`src/rtl/ex_lsu.sv`:
```
// Execute-stage load/store unit: data-memory req/gnt/rvalid handshake, byte-lane
// steering for stores, lane selection and extension for loads, pipeline stall and timeout.
module ex_lsu #(
    parameter int unsigned TIMEOUT_CYCLES = 16
) (
    input  logic        clk,
    input  logic        rst,
    input  logic        id_ex_mtype_i,
    input  logic        id_ex_mem_rw_i,
    input  logic [1:0]  id_ex_mem_width_i,
    input  logic [31:0] id_ex_mem_wr_data_i,
    input  logic        id_ex_mem_rdtype_i,
    input  logic [4:0]  id_ex_reg_waddr_i,
    input  logic [31:0] ex_addr_i,
    input  logic        fc_flush_i,
    output logic        dmem_req_o,
    output logic        dmem_we_o,
    output logic [31:0] dmem_addr_o,
    output logic [3:0]  dmem_be_o,
    output logic [31:0] dmem_wdata_o,
    input  logic        dmem_gnt_i,
    input  logic        dmem_rvalid_i,
    input  logic [31:0] dmem_rdata_i,
    output logic        lsu_stall_o,
    output logic        lsu_load_valid_o,
    output logic [31:0] lsu_load_data_o,
    output logic [4:0]  lsu_load_waddr_o,
    output logic        lsu_misalign_o,
    output logic        lsu_bus_err_o
);

    typedef enum logic [1:0] {StIdle, StReq, StWait} state_e;

    localparam logic [7:0] CntLast = 8'(TIMEOUT_CYCLES - 1);

    state_e      state_q, state_d;
    logic [31:0] addr_q, wdata_q;
    logic [3:0]  be_q;
    logic        we_q, rdtype_q, kill_q;
    logic [1:0]  width_q, off_q;
    logic [4:0]  waddr_q;
    logic [7:0]  cnt_q;
    logic        misalign_q, bus_err_q, load_valid_q;
    logic [31:0] load_data_q;
    logic [4:0]  load_waddr_q;

    logic        aligned, accept, misalign_det;
    logic [3:0]  be_new;
    logic [31:0] wdata_new;
    logic        stall, load_done, timeout;
    logic        expired;
    logic [7:0]  rd_byte;
    logic [15:0] rd_half;
    logic [31:0] rd_ext;

    // Alignment check and lane steering for the instruction currently in EX
    always_comb begin
        aligned   = 1'b0;
        be_new    = 4'b0000;
        wdata_new = id_ex_mem_wr_data_i;
        case (id_ex_mem_width_i)
            2'd0: begin
                aligned   = 1'b1;
                be_new    = 4'b0001 << ex_addr_i[1:0];
                wdata_new = {4{id_ex_mem_wr_data_i[7:0]}};
            end
            2'd1: begin
                aligned   = ~ex_addr_i[0];
                be_new    = ex_addr_i[1] ? 4'b1100 : 4'b0011;
                wdata_new = {2{id_ex_mem_wr_data_i[15:0]}};
            end
            2'd2: begin
                aligned   = (ex_addr_i[1:0] == 2'b00);
                be_new    = 4'b1111;
                wdata_new = id_ex_mem_wr_data_i;
            end
            default: begin
                aligned = 1'b0;
            end
        endcase
    end

    assign accept       = id_ex_mtype_i & ~fc_flush_i & aligned;
    assign misalign_det = id_ex_mtype_i & ~fc_flush_i & ~aligned;
    assign expired      = (cnt_q == CntLast);

    always_comb begin
        state_d   = state_q;
        stall     = 1'b0;
        load_done = 1'b0;
        timeout   = 1'b0;
        case (state_q)
            StIdle: begin
                if (accept) begin
                    stall   = 1'b1;
                    state_d = StReq;
                end
            end
            StReq: begin
                if (dmem_gnt_i) begin
                    if (we_q) begin
                        state_d = StIdle;
                    end else begin
                        stall   = 1'b1;
                        state_d = StWait;
                    end
                end else if (expired) begin
                    timeout = 1'b1;
                    state_d = StIdle;
                end else begin
                    stall = 1'b1;
                end
            end
            StWait: begin
                if (dmem_rvalid_i) begin
                    load_done = 1'b1;
                    state_d   = StIdle;
                end else if (expired) begin
                    timeout = 1'b1;
                    state_d = StIdle;
                end else begin
                    stall = 1'b1;
                end
            end
            default: begin
                state_d = StIdle;
            end
        endcase
    end

    // Load lane selection and extension
    always_comb begin
        case (off_q)
            2'd0:    rd_byte = dmem_rdata_i[7:0];
            2'd1:    rd_byte = dmem_rdata_i[15:8];
            2'd2:    rd_byte = dmem_rdata_i[23:16];
            default: rd_byte = dmem_rdata_i[31:24];
        endcase
        rd_half = off_q[1] ? dmem_rdata_i[31:16] : dmem_rdata_i[15:0];
        case (width_q)
            2'd0:    rd_ext = rdtype_q ? {24'h0, rd_byte} : {{24{rd_byte[7]}}, rd_byte};
            2'd1:    rd_ext = rdtype_q ? {16'h0, rd_half} : {{16{rd_half[15]}}, rd_half};
            default: rd_ext = dmem_rdata_i;
        endcase
    end

    always_ff @(posedge clk) begin
        if (rst) begin
            state_q      <= StIdle;
            addr_q       <= '0;
            wdata_q      <= '0;
            be_q         <= '0;
            we_q         <= 1'b0;
            rdtype_q     <= 1'b0;
            width_q      <= '0;
            off_q        <= '0;
            waddr_q      <= '0;
            kill_q       <= 1'b0;
            cnt_q        <= '0;
            misalign_q   <= 1'b0;
            bus_err_q    <= 1'b0;
            load_valid_q <= 1'b0;
            load_data_q  <= '0;
            load_waddr_q <= '0;
        end else begin
            state_q      <= state_d;
            misalign_q   <= (state_q == StIdle) & misalign_det;
            bus_err_q    <= timeout;
            // A flush seen at any point of the transaction kills the writeback
            load_valid_q <= load_done & ~kill_q & ~fc_flush_i;
            if (load_done) begin
                load_data_q  <= rd_ext;
                load_waddr_q <= waddr_q;
            end
            if (state_q == StIdle) begin
                kill_q <= 1'b0;
            end else if (fc_flush_i) begin
                kill_q <= 1'b1;
            end
            if (state_d != state_q) begin
                cnt_q <= '0;
            end else if (state_q != StIdle) begin
                cnt_q <= cnt_q + 8'd1;
            end
            if (state_q == StIdle && accept) begin
                addr_q   <= {ex_addr_i[31:2], 2'b00};
                wdata_q  <= wdata_new;
                be_q     <= be_new;
                we_q     <= id_ex_mem_rw_i;
                rdtype_q <= id_ex_mem_rdtype_i;
                width_q  <= id_ex_mem_width_i;
                off_q    <= ex_addr_i[1:0];
                waddr_q  <= id_ex_reg_waddr_i;
            end
        end
    end

    assign dmem_req_o       = (state_q == StReq);
    assign dmem_we_o        = dmem_req_o & we_q;
    assign dmem_addr_o      = dmem_req_o ? addr_q : 32'h0;
    assign dmem_be_o        = dmem_req_o ? be_q : 4'h0;
    assign dmem_wdata_o     = dmem_req_o ? wdata_q : 32'h0;
    assign lsu_stall_o      = stall;
    assign lsu_load_valid_o = load_valid_q;
    assign lsu_load_data_o  = load_data_q;
    assign lsu_load_waddr_o = load_waddr_q;
    assign lsu_misalign_o   = misalign_q;
    assign lsu_bus_err_o    = bus_err_q;

endmodule
```
`config.mk`:
```
export PLATFORM = sky130hd
export DESIGN_NAME = ex_lsu
export DESIGN_NICKNAME = d
export VERILOG_FILES = /design/src/rtl/ex_lsu.sv
export SDC_FILE = /design/constraint.sdc
export NUM_CORES = 1
export LEC_CHECK = 0
export CORE_AREA = 2 2 146 148
export CTS_BUF_LIST = sky130_fd_sc_hd__clkbuf_4 sky130_fd_sc_hd__clkbuf_8
export CTS_CLUSTER_DIAMETER = 30
export DETAILED_ROUTE_END_ITERATION = 16
export DIE_AREA = 0 0 148 150
export HOLD_SLACK_MARGIN = 0.1
export PLACE_DENSITY_LB_ADDON = 0.12
export SYNTH_ARGS = -nofsm -noshare
export SYNTH_HDL_FRONTEND = slang
export SYNTH_SLANG_ARGS = --single-unit
```
`constraint.sdc`:
```
create_clock -name clk -period 2.3 [get_ports clk]
set_clock_uncertainty 0.05 [all_clocks]
set_input_delay 0.345 -clock clk [delete_from_list [all_inputs] [get_ports clk]]
set_output_delay 0.345 -clock clk [all_outputs]
set_load 0.02 [all_outputs]
```
# After elaboration in Yosys (flattened, before gate mapping)
# Index checks and enable logic that the tools add are counted.
# word_totals
ff_bits	128
in_bits	111
out_inout_bits	111
# classes
addsub	1
eq_ne	9
n_shift	1
muxes	30
bitwise	11
n_reduce_logical	9
# ops
cell	n
2-to-1 mux 32 bit	4
case mux 32 bit (2 select lines)	2
case mux 8 bit (3 select lines)	1
2-to-1 mux 16 bit	1
case mux 4 bit (3 select lines)	1
logical NOT 2 bit	5
2-to-1 mux 1 bit	10
2-to-1 mux 2 bit	5
adder 8 x 1 -> 8 bit, second input constant	1
== test 2 x 1 -> 1 bit, second input constant	4
== test 8 x 4 -> 1 bit, second input constant	1
2-to-1 mux 4 bit	2
bitwise AND 1 bit	7
== test 2 bit, second input constant	3
case mux 1 bit (3 select lines)	2
case mux 2 bit (3 select lines)	1
NOT 1 bit	4
OR reduction 2 bit	2
<< shifter 1 x 2 -> 4 bit, first input constant	1
!= test 2 bit	1
case mux 1 bit (2 select lines)	1
nonzero test 2 bit	1
logical AND 1 bit	1

# Logic depth before layout (Yosys ltp)
# logic_depth
ltp_word	7
depth_mapped	9

# Least setup slack after synthesis
# OpenSTA, ideal clock, no wires.
# synth_path
path_type	register to output
start	reg state_q[1]
end	out lsu_stall_o
arrival_ns	1.721
required_ns	1.905
setup_slack_ns	0.184
stages_incl_launch_ff	10
n_path_buf	3
cell_sequence	dfxtp_1 inv_1 ha_1 buf_4 and3b_1 o21a_2 buf_4 buf_6 nor2_1 nor2_1
# synth_via
elab_chain_cells	2
# synth_lines
element	line	source
start: declaration	36	state_e state_q, state_d;
start signal: assignment	149	state_q <= StIdle;
start signal: assignment	166	state_q <= state_d;
== test 2 bit, or another cell as far along	92	case (state_q)
case mux 1 bit (3 select lines) *	92	
end: declaration	24	output logic lsu_stall_o,
# Mark *: on every way between the ends. The rest lies on a longest branch, timed or not.

# Worst setup path in the final report
# layout_path
start	reg state_q[1]
end	out dmem_wdata_o[24]
# layout_via
elab_chain_cells	2
# layout_lines
element	line	source
== test 2 x 1 -> 1 bit	198	assign dmem_req_o = (state_q == StReq);
2-to-1 mux 32 bit	202	assign dmem_wdata_o = dmem_req_o ? wdata_q : 32'h0;
end: declaration	20	output logic [31:0] dmem_wdata_o,
# No other way between the ends.

==> results.txt <==
The run finished with clean final reports. The critical path is of the reg -> out type. The clock period minus worst slack is 2190 ps. For this block, the initial DRC count from the detailed router was 256.

The wire length reported by the detailed router came out at 20100 µm. The run gives 5672 as the number of global-route vias before repair. The type of element launching the critical path was a flop. The worst setup path is captured at a primary output. Cells fill 44.3% of the core in the end. The first global-routing pass estimated 31100 µm of wire. The run gives -67.2 ps as the setup slack after placement. Hold repair after CTS inserted 0 buffers.

The width of the die was 148 µm. The most area-hungry cell type in the Yosys netlist is sky130_fd_sc_hd__dfxtp_1. Summed over all nets, wire length on met3 after detailed routing comes to 1540 µm. Number of cells produced by synthesis: 758. Power spread over the standard cell area amounts to 591 nW/µm². The number of different library cells used by synthesis comes to 55. The highest layer touched by signal routing is met4. The logs give 0.769 for the placer congestion estimate and 0 ps for the setup TNS.

The buffer depth of the longest clock path was 2; the post-layout net count was 1087. The minimum hold slack came out at 342 ps. Setup repair after global routing left no endpoint under its margin. The pin count of the biggest net entering global routing was 50. The most common library cell in the layout ignoring fill and taps was sky130_fd_sc_hd__nand2_1. The finished layout holds 1259 standard cells, fillers aside. At the pin with the least slew margin, the transition time is 597 ps. The tools report the number of failing hold endpoints at the final stage as 0. After detailed routing, the number of remaining DRC violations is 0.

In the final routed layout, each cell accounts on average for 15.9 µm. The count of clock tree sinks came out at 128. The first TritonRoute pass finished after 4 iterations. The count of yosys warnings during synthesis is 0. The global-route total usage across every layer was 18.0%; the async set-or-reset flop fraction in the synthesized netlist was 0%.

The initial standard-cell utilization of the core is 29.7%, and the cell row count is 53. Yosys attributes the largest share of cell area to sky130_fd_sc_hd__dfxtp_1, sky130_fd_sc_hd__nand2_1, sky130_fd_sc_hd__and2_1. The most used flip-flop cell after synthesis is sky130_fd_sc_hd__dfxtp_1. The I/O pin total was 222; the number of enable-type register cells in the synthesized netlist was 0. The repair_antennas step left the layout with diodes totalling 0. In the layout the commonest cells are sky130_fd_sc_hd__nand2_1, sky130_fd_sc_hd__clkdlybuf4s50_1, sky130_fd_sc_hd__dfxtp_1, sky130_fd_sc_hd__a21oi_1, sky130_fd_sc_hd__and2_1. The share of the cycle needed by the critical path after routing works out to 95.2%. Max-cap violations in this run came to 0. After detailed routing, the wire length on met1 is 8870 µm. Summing every instance area after synthesis gives 6130 µm². The total overflow left after global routing is 0.

Data on the critical path is required at its endpoint by 1900 ps. TritonCTS built the clock tree. The number of max-slew violations in the final report was 0; the flop and latch count out of synthesis was 128. Walking the worst path, the cells encountered are inv_2, ha_4, buf_12, and2_1, dlygate4sd2_1. Of the synthesized area, sequential elements account for 41.8%. The maximum clock frequency was 0.457 GHz; the initial antenna violation count was 0. The type of the most critical hold path was in -> reg. The detail route stage leaves a number of antenna-violating nets equal to 0. The number of placed instances with taps included was 1226; the count of input and output buffers was 219. In this design, the stage delay of the slowest critical-path cell is 380 ps. Using the TritonRoute via totals, the vias-per-cell ratio works out to 4.71.

The clock reaches the later pin of the worst-skew pair after 440 ps. The share of the synthesized area in the top cell type was 41.8%. The final critical-path setup slack came out at 111 ps. The number of buffers added by the clock tree synthesis step was 17.

Setup violations remaining at the end of the flow were counted as 0. The tools report the remaining max-slew budget at the tightest pin as 60.2%. The biggest fanout along the worst timing path came out at 35. The clock-pin slew on the worst setup and hold paths works out to 80 ps. Compared with the post-synthesis result, the final layout area differs by 49.3%. The tools report the worst-case vdd ir drop as 0.329 mV. The run gives 1790 ps as the data arrival time at the worst-slack endpoint. Dividing the synthesized area by the synthesized cell count gives 8.09 µm². Among cell families on the critical path, the largest total delay comes from buffers and inverters. For this design, the slowest cell found on the critical path is sky130_fd_sc_hd__dlygate4sd2_1. Together, buffers and inverters on the worst path number 3. In this run the standard cell core region covers 20700 µm².

The HPWL after detailed placement is 13700 µm. The proportion of layout cells with a drive suffix above 1 came out at 14.3%. The clock tree root buffer cell was sky130_fd_sc_hd__clkbuf_8. In this run the static leakage power is 3.35 nW.

The vertical die dimension was 150 µm. The H-tree depth was 4. The total via count in the routed design is 5936. The die area is 22200 µm², and the sum of met2 wire segment lengths after detailed routing is 9400 µm.
==> routing by layer <==
layer	track usage [%]	vias to the layer above
met5	0	-
met4	5.71	0
met3	6.07	19
met2	29.1	170
met1	22.6	2747
li1	-	3000
==> sequential cells by signal (all words and copies together) (netlist names), 4 cells and up <==
register and cells:
be_q 4, addr_q 30, lsu_load_data_o 32, cnt_q 8
lsu_load_waddr_o 5, waddr_q 5, wdata_q 32
==> power breakdown <==
group | switching, mW | internal, mW
clock | 0.968 | 1.40
combinational | 0.352 | 0.368
sequential | 0.0367 | 2.28
total | 1.36 | 4.05
==> cell usage after synthesis, types with 8 or more instances <==
library cell and number:
sky130_fd_sc_hd__a21oi_1 69, sky130_fd_sc_hd__clkbuf_1 28, sky130_fd_sc_hd__buf_2 15, sky130_fd_sc_hd__nand3b_1 11
sky130_fd_sc_hd__a311oi_1 8, sky130_fd_sc_hd__mux2_2 14, sky130_fd_sc_hd__nor2_1 44, sky130_fd_sc_hd__mux2i_1 20
sky130_fd_sc_hd__nor3_1 17, sky130_fd_sc_hd__nor4_1 9, sky130_fd_sc_hd__o21ai_0 27, sky130_fd_sc_hd__a211oi_1 30
sky130_fd_sc_hd__buf_4 10, sky130_fd_sc_hd__dfxtp_1 128, sky130_fd_sc_hd__nand2b_1 13, sky130_fd_sc_hd__nand2_1 173
sky130_fd_sc_hd__and2_1 68
==> per-stage QoR <==
| stage | power (mW) | area (µm²) |
|---|---|---|
| 6_report | 5.41 | 9160 |
| 5_1_grt | 5.65 | 9160 |
| 4_1_cts | 5.50 | 9190 |
| 3_5_place_dp | 3.09 | 8680 |
| 3_3_place_gp | 3.09 | 8680 |
| 2_1_floorplan | 2.72 | 6140 |
==> kinds of logic after synthesis <==
group,Yosys count,synth area share [%]
simple gates,353,27.8
compound gates,160,16.6
flops,128,41.8
buf+inv,69,5.53
mux,35,6.20
xor+xnor,7,0.999
fa+ha+maj,5,1.02
other cells,1,0.0611
==> worst reg2reg max path, cell delays in order (launching register included) <==
cell,delay [ps]
sky130_fd_sc_hd__dfxtp_4,370
sky130_fd_sc_hd__inv_1,120
sky130_fd_sc_hd__ha_2,210
sky130_fd_sc_hd__and3b_1,210
sky130_fd_sc_hd__o21a_4,140
sky130_fd_sc_hd__buf_4,180
sky130_fd_sc_hd__buf_6,300
sky130_fd_sc_hd__nor2_1,80
sky130_fd_sc_hd__a311oi_1,240
==> cell type report <==
class	count	area [µm²]
well taps	275	344
flip-flops and latches	128	2570
fillers	2144	11500
clock buffers	21	283
repair buffers	255	2470
multi-input cells	562	3270
clock inverters	11	200
inverters	7	26.3
==> path summary, 6_finish.rpt <==
kind / startpoint / end / slack [ps] / cells past startpoint
setup / recovery: state_q[1] / dmem_wdata_o[24] / 110 / 5
hold / removal: id_ex_mem_width_i[1] / lsu_misalign_o / 340 / 4
setup reg to reg: state_q[0] / wdata_q[8] / 320 / 8
hold reg to reg: kill_q / lsu_load_valid_o / 370 / 1
==> what timing repair did <==
action,CTS,global route
setup endpoints to repair,69,43
gates cloned,1,0
setup buffers,0,0
pin swaps,0,1
resized for setup,130,16
No activity file was read; power rests on OpenSTA's default activity.
